<file path="src/rtl/rv32i_mem_pkg.sv">
// -----------------------------------------------------------------------------
// rv32i_mem_pkg
// Shared types and helpers for the RV32I data memory slice.
//   XLEN          : data path width (32)
//   mem_funct3_e  : load/store width encodings taken from the RV32I funct3 field
//   mem_state_e   : data_memory control states (CLEAR sweep, READY for traffic)
//   sext_byte/half: sign-extension helpers used by the load path
// -----------------------------------------------------------------------------
package rv32i_mem_pkg;

    localparam int XLEN = 32;

    typedef enum logic [2:0] {
        MEM_B  = 3'b000,
        MEM_H  = 3'b001,
        MEM_W  = 3'b010,
        MEM_BU = 3'b100,
        MEM_HU = 3'b101
    } mem_funct3_e;

    typedef enum logic {
        CLEAR = 1'b0,
        READY = 1'b1
    } mem_state_e;

    function automatic logic [XLEN-1:0] sext_byte(input logic [7:0] b);
        return {{24{b[7]}}, b};
    endfunction

    function automatic logic [XLEN-1:0] sext_half(input logic [15:0] h);
        return {{16{h[15]}}, h};
    endfunction

endpackage

</file>
<file path="src/rtl/load_store_align.sv">
// -----------------------------------------------------------------------------
// load_store_align
// Purely combinational lane steering for the RV32I data memory.
//   funct3     in  3   access width / signedness
//   write      in  1   1 = store, 0 = load
//   addr_lo    in  2   byte offset inside the word
//   wdata      in  32  LSB-aligned store data
//   raw_word   in  32  word currently held in the RAM at the target index
//   byte_en    out 4   lanes to update on a store
//   store_data out 32  store data replicated onto every lane
//   load_data  out 32  selected lane(s), sign or zero extended
//   misaligned out 1   H/HU on an odd address, W not on a word boundary
//   illegal    out 1   reserved funct3, or BU/HU used as a store
// Byte enables and store data are produced regardless of the error flags;
// the caller gates the write with them.
// -----------------------------------------------------------------------------
module load_store_align
    import rv32i_mem_pkg::*;
(
    input  logic [2:0]      funct3,
    input  logic            write,
    input  logic [1:0]      addr_lo,
    input  logic [XLEN-1:0] wdata,
    input  logic [XLEN-1:0] raw_word,
    output logic [3:0]      byte_en,
    output logic [XLEN-1:0] store_data,
    output logic [XLEN-1:0] load_data,
    output logic            misaligned,
    output logic            illegal
);

    logic [XLEN-1:0] shifted_s;

    // Decode funct3 into lane enables, replicated store data and extended load data.
    always_comb begin
        // Bring the addressed lane down to bit 0 so byte/half selection is uniform.
        shifted_s  = raw_word >> {addr_lo, 3'b000};
        byte_en    = 4'b0000;
        store_data = {XLEN{1'b0}};
        load_data  = {XLEN{1'b0}};
        misaligned = 1'b0;
        illegal    = 1'b0;
        case (funct3)
            MEM_B: begin
                byte_en    = 4'b0001 << addr_lo;
                store_data = {4{wdata[7:0]}};
                load_data  = sext_byte(shifted_s[7:0]);
            end
            MEM_BU: begin
                illegal    = write;
                load_data  = {24'h000000, shifted_s[7:0]};
            end
            MEM_H: begin
                misaligned = addr_lo[0];
                if (addr_lo[1]) begin
                    byte_en = 4'b1100;
                end else begin
                    byte_en = 4'b0011;
                end
                store_data = {2{wdata[15:0]}};
                load_data  = sext_half(shifted_s[15:0]);
            end
            MEM_HU: begin
                misaligned = addr_lo[0];
                illegal    = write;
                load_data  = {16'h0000, shifted_s[15:0]};
            end
            MEM_W: begin
                misaligned = (addr_lo != 2'b00);
                byte_en    = 4'b1111;
                store_data = wdata;
                load_data  = raw_word;
            end
            default: begin
                illegal    = 1'b1;
            end
        endcase
    end

endmodule

</file>
<file path="src/rtl/data_memory.sv">
// -----------------------------------------------------------------------------
// data_memory
// Word-organised RV32I data RAM with a valid/ready request port and a
// registered one-cycle response. After reset an optional sweep zeroes every
// word before requests are accepted.
//   WORDS          number of 32-bit words (>= 2)
//   CLEAR_ON_RESET 1 = zero all words after reset, 0 = keep contents
//   clk, rst       rising-edge clock, asynchronous active-high reset
//   req_valid/req_ready  request handshake (accepted when both high)
//   req_write      1 = store, 0 = load
//   req_funct3     RV32I width encoding (B, H, W, BU, HU)
//   req_addr       byte address; word index is req_addr[31:2]
//   req_wdata      LSB-aligned store data
//   rsp_valid      pulse one cycle after an accepted request
//   rsp_rdata      extended load data, 0 for stores and errors
//   rsp_error      misaligned, out-of-range or illegal request
//   busy           clear sweep in progress
// -----------------------------------------------------------------------------
module data_memory
    import rv32i_mem_pkg::*;
#(
    parameter int unsigned WORDS          = 64,
    parameter bit          CLEAR_ON_RESET = 1'b1
) (
    input  logic            clk,
    input  logic            rst,
    input  logic            req_valid,
    output logic            req_ready,
    input  logic            req_write,
    input  logic [2:0]      req_funct3,
    input  logic [XLEN-1:0] req_addr,
    input  logic [XLEN-1:0] req_wdata,
    output logic            rsp_valid,
    output logic [XLEN-1:0] rsp_rdata,
    output logic            rsp_error,
    output logic            busy
);

    localparam int CW = $clog2(WORDS);

    mem_state_e      state_r;
    mem_state_e      state_next_s;
    logic [CW-1:0]   clr_cnt_r;
    logic [XLEN-1:0] mem_r [WORDS];

    logic            ready_s;
    logic            busy_s;
    logic            accept_s;
    logic [CW-1:0]   word_idx_s;
    logic            out_of_range_s;
    logic            error_s;
    logic            wr_en_s;
    logic [XLEN-1:0] rd_word_s;
    logic [3:0]      byte_en_s;
    logic [XLEN-1:0] store_data_s;
    logic [XLEN-1:0] load_data_s;
    logic            misaligned_s;
    logic            illegal_s;

    logic            rsp_valid_r;
    logic [XLEN-1:0] rsp_rdata_r;
    logic            rsp_error_r;

    // Request decode: the full 30-bit index is compared so high addresses never alias.
    assign word_idx_s     = req_addr[CW+1:2];
    assign out_of_range_s = (req_addr[XLEN-1:2] >= 30'(WORDS));
    assign accept_s       = req_valid & ready_s;
    assign error_s        = misaligned_s | illegal_s | out_of_range_s;
    assign wr_en_s        = accept_s & req_write & ~error_s;
    assign rd_word_s      = mem_r[word_idx_s];

    load_store_align u_align (
        .funct3     (req_funct3),
        .write      (req_write),
        .addr_lo    (req_addr[1:0]),
        .wdata      (req_wdata),
        .raw_word   (rd_word_s),
        .byte_en    (byte_en_s),
        .store_data (store_data_s),
        .load_data  (load_data_s),
        .misaligned (misaligned_s),
        .illegal    (illegal_s)
    );

    // State register and clear counter; the counter only runs during the sweep.
    always_ff @(posedge clk or posedge rst) begin
        if (rst) begin
            state_r   <= CLEAR_ON_RESET ? CLEAR : READY;
            clr_cnt_r <= {CW{1'b0}};
        end else begin
            state_r <= state_next_s;
            if (state_r == CLEAR) begin
                if (clr_cnt_r == CW'(WORDS - 1)) begin
                    clr_cnt_r <= {CW{1'b0}};
                end else begin
                    clr_cnt_r <= clr_cnt_r + CW'(1);
                end
            end else begin
                clr_cnt_r <= {CW{1'b0}};
            end
        end
    end

    // Next-state logic: leave CLEAR once the last word has been zeroed.
    always_comb begin
        state_next_s = state_r;
        case (state_r)
            CLEAR: begin
                if (clr_cnt_r == CW'(WORDS - 1)) begin
                    state_next_s = READY;
                end else begin
                    state_next_s = CLEAR;
                end
            end
            READY: begin
                state_next_s = READY;
            end
            default: begin
                state_next_s = CLEAR;
            end
        endcase
    end

    // State-decoded handshake outputs.
    always_comb begin
        ready_s = 1'b0;
        busy_s  = 1'b0;
        case (state_r)
            CLEAR: begin
                ready_s = 1'b0;
                busy_s  = 1'b1;
            end
            READY: begin
                ready_s = 1'b1;
                busy_s  = 1'b0;
            end
            default: begin
                ready_s = 1'b0;
                busy_s  = 1'b1;
            end
        endcase
    end

    // RAM write port: sweep zeroing or byte-masked store; nothing is written while in reset.
    always_ff @(posedge clk) begin
        if (rst) begin
            // hold contents
        end else if (state_r == CLEAR) begin
            mem_r[clr_cnt_r] <= {XLEN{1'b0}};
        end else if (wr_en_s) begin
            for (int b = 0; b < 4; b++) begin
                if (byte_en_s[b]) begin
                    mem_r[word_idx_s][8*b +: 8] <= store_data_s[8*b +: 8];
                end
            end
        end
    end

    // Response registers: one pulse per accepted request, data only for good loads.
    always_ff @(posedge clk or posedge rst) begin
        if (rst) begin
            rsp_valid_r <= 1'b0;
            rsp_rdata_r <= {XLEN{1'b0}};
            rsp_error_r <= 1'b0;
        end else begin
            rsp_valid_r <= accept_s;
            rsp_error_r <= accept_s & error_s;
            if (accept_s && !req_write && !error_s) begin
                rsp_rdata_r <= load_data_s;
            end else begin
                rsp_rdata_r <= {XLEN{1'b0}};
            end
        end
    end

    assign req_ready = ready_s;
    assign busy      = busy_s;
    assign rsp_valid = rsp_valid_r;
    assign rsp_rdata = rsp_rdata_r;
    assign rsp_error = rsp_error_r;

endmodule

</file>
<file path="config.mk">
export PLATFORM = sky130hd
export DESIGN_NAME = data_memory
export DESIGN_NICKNAME = d
export VERILOG_FILES = /design/src/rtl/rv32i_mem_pkg.sv /design/src/rtl/load_store_align.sv /design/src/rtl/data_memory.sv
export SDC_FILE = /design/constraint.sdc
export NUM_CORES = 2
export LEC_CHECK = 0
export CELL_PAD_IN_SITES_DETAIL_PLACEMENT = 1
export CELL_PAD_IN_SITES_GLOBAL_PLACEMENT = 2
export CORE_UTILIZATION = 54
export CTS_CLUSTER_SIZE = 25
export DETAILED_ROUTE_END_ITERATION = 7
export PLACE_DENSITY = 0.93
export SLEW_MARGIN = 20
export SYNTH_ARGS = -nofsm -noshare
export SYNTH_HDL_FRONTEND = slang
export SYNTH_SLANG_ARGS = --single-unit
</file>
<file path="constraint.sdc">
create_clock -name clk -period 9.48 [get_ports clk]
set_clock_uncertainty 0.2 [all_clocks]
set_input_delay 2.844 -clock clk [delete_from_list [all_inputs] [get_ports clk]]
set_output_delay 2.844 -clock clk [all_outputs]
set_load 0.01 [all_outputs]
</file>
==> metrics <==
Final Power=18.8 mW; Buffers & Inverters on Critical Path=3; most common cell after layout, fill and taps aside=edfxtp_1; crit-path max FO=22; Tmin final=8.03 ns; initial antenna violation count=18; Pleak=24.4 nW; Die X=392 um; Worst EP arrival=8.37 ns; Final ANT Viol Nets=0; Critical Path Most Common Cell=buf_4; HPWL Detailed=154 mm; area post-placement=86100 um^2; fillers=12400; Total GRT Usage=33.1%; instance count on the critical path=10; Mapped Area=82000 um^2; warning count from the yosys run=0; sw frac=21.4%; first-pass GRT wire length=353 mm; H-tree levels=4; largest net degree at the start of global routing=127; Worst setup EP type=register; Hold Crit Class=register to register; I/O pin total=107; share of layout cells above drive strength 1=24.8%; hold path cells=1; Synth Register Bits=2089; most frequent cells in the layout=edfxtp_1, mux4_2, nor2_1; family with the most delay on the worst path=simple AND/OR/NAND/NOR gates; Chip Height=392 um; critical path type=input pin to register; worst endpoint required time=9.82 ns; drt first pass iters=7; Routed Wire Length=252 mm; Post-Route Setup TNS=0 ns; top-area cell type share of the netlist area=75.0%; worst slack, placed=1.13 ns; Initial Util=54.5%; Achievable Freq=125 MHz; Tightest Pin Transition=1.35 ns; TritonCTS Sinks=2089; power share of the clock group=43.4%; Max Slew Vio Count=0; Synth-to-Final Area Change=13.4%; Peak VDD IR=0.208 mV; Final Hold Vio Count=0; Clock Tree Root=clkbuf_16; sequential share of power=53.1%; NetSw=4.02 mW; Critical Path Max Stage Delay=0.82 ns; worst path cell trace=clkdlybuf4s50_1 > a22oi_1 > nand4_1 > nor4_2 > nand3_4 > buf_4 > and4b_1 > a31oi_4 > buf_4 > nor2_1; PwrDens=202 nW/um^2; synth unique cells=66; vias in the first global route=46400; cells on worst reg2reg path=8; Clock Latency Late Sink=0.87 ns; Core ar.=150000 um^2; Final period util=84.7%; CTS tree=yes; DRT iter0 DRCs=7007; average wire per standard cell=39.3 um; outcome=completed; worst setup margin=1.45 ns; fin area=93000 um^2; Post-layout nets=4285; Setup Buffers After CTS=0; cell accounting for the most synthesized area=edfxtp_1; Core Rows=142; Setup-failing EPs final=0; sequential area share after synthesis=76.3%; Slew headroom=8.73%; # hold bufs at CTS=0; Max Buffers Root-to-Sink=3; syn nets=4076; dominant cells by area after synthesis=edfxtp_1, mux4_2, mux2i_1; GRT overflow=0; unrepaired setup endpoints after global routing=false; I/O Buffers=106; syn_area_per_cell=20.5 um^2; vias per inst=7.03; # DRC=0; Synth Flop Type=edfxtp_1; MaxCap Viol Count=0; Comb power frac=3.5%; post-cts sizing count=0; CP startpoint kind=input pin; clock buffer count from CTS=200; clk slew on worst S/H paths=0.07 ns; Post-Syn Instances=4004; Die ar.=153000 um^2; Crit-path slowest cell=clkdlybuf4s50_1; Placer Congestion=0.932; via count=45000; Post-synth EDFFs=2048; Int Pwr=14.8 mW; ys async rst share=1.96%
[Yosys cell counts, types with 4 or more instances]
| master | n |
|---|---|
| buf_2 | 57 |
| and4b_1 | 4 |
| a211oi_1 | 6 |
| nand4_1 | 7 |
| inv_1 | 10 |
| clkbuf_1 | 137 |
| mux2i_1 | 141 |
| dfrtp_1 | 41 |
| edfxtp_1 | 2048 |
| nand2b_1 | 20 |
| o22ai_1 | 21 |
| a221oi_1 | 8 |
| nor2_1 | 257 |
| buf_4 | 35 |
| nand3_1 | 20 |
| o211ai_1 | 4 |
| a32oi_1 | 18 |
| o221ai_1 | 10 |
| o21a_1 | 5 |
| and2_1 | 14 |
| nor4_1 | 18 |
| a31oi_1 | 19 |
| o2111ai_1 | 14 |
| a21o_1 | 4 |
| a21oi_1 | 113 |
| o21ai_0 | 11 |
| nor2b_1 | 23 |
| mux4_2 | 490 |
| nor4b_1 | 6 |
| a22oi_1 | 141 |
| a22o_1 | 8 |
| or2_2 | 16 |
| buf_6 | 14 |
| nand2_1 | 73 |
| mux2_2 | 7 |
| buf_1 | 24 |
| nor3_1 | 116 |
[cell families (layout without fill, tap and decap cells)]
group | Yosys count | count (layout) | share of synthesized area [%]
AND/OR/NAND/NOR | 588 | 588 | 3.35
other | 0 | 9 | 0
AO/OA/AOI/OAI | 404 | 404 | 3.38
adder cells (fa/ha/maj) | 1 | 1 | 0.0153
buffers and inverters | 281 | 660 | 1.69
flip-flops | 2089 | 2089 | 76.3
XOR/XNOR | 3 | 3 | 0.0321
multiplexers | 638 | 638 | 15.3
[path summary, 6_finish.rpt]
check | slack (ns) | end | start
min in group asynchronous | 2.70 | rsp_rdata[20] | rst
max in group asynchronous | 5.91 | clr_cnt_r[4] | rst
min | 0.52 | clr_cnt_r[0] | clr_cnt_r[0]
max reg2reg | 4.10 | mem_r[59][28] | state_r
max | 1.45 | mem_r[59][28] | req_funct3[2]
min reg2reg | 0.52 | clr_cnt_r[0] | clr_cnt_r[0]
[power groups by stage]
stage | clock network, mW | logic (mW) | registers [mW]
final | 8.17 | 0.659 | 9.98
after detailed placement | 0 | 0.617 | 10.2
after CTS | 8.17 | 0.629 | 9.98
after floorplan | 0 | 0.363 | 10.2
after global placement | 0 | 0.601 | 10.2
after global routing | 8.41 | 0.662 | 9.98
[routing by layer]
layer	share of wire, %	GRT usage (%)
met5	0.12	0.319
met4	5.1	15.2
met3	14	11.5
met2	46	50.8
met1	35	42.8
[layout make-up]
type	count	area (um^2)	share of cell area, %
Antenna cell	9	22.5	0.0242
Multi-Input combinational cell	1634	18700	20.1
Sequential cell	2089	62500	67.3
Clock buffer	255	5380	5.78
Inverter	12	46.3	0.0498
Clock inverter	117	1230	1.32
Timing Repair Buffer	276	2520	2.71
Tap cell	2016	2520	2.71
[sequential cells by signal, indices dropped and copies added, names as in the netlist]
| signal | count |
|---|---|
| state_r | 1 |
| rsp_valid | 1 |
| rsp_error | 1 |
| rsp_rdata | 32 |
| mem_r | 2048 |
| clr_cnt_r | 6 |
[metrics by stage]
| step | utilization [%] | cells | hold slack (ns) |
|---|---|---|---|
| 2_1_floorplan | - | 4004 | 0.369 |
| 3_5_place_dp | 57.3 | 6025 | 0.449 |
| 4_1_cts | 61.7 | 6397 | 0.481 |
| 6_report | 61.8 | 6408 | 0.518 |
| 3_3_place_gp | 57.2 | 6022 | 0.452 |
| 5_1_grt | 61.8 | 6399 | 0.538 |
(Power assumes the default switching activity.)
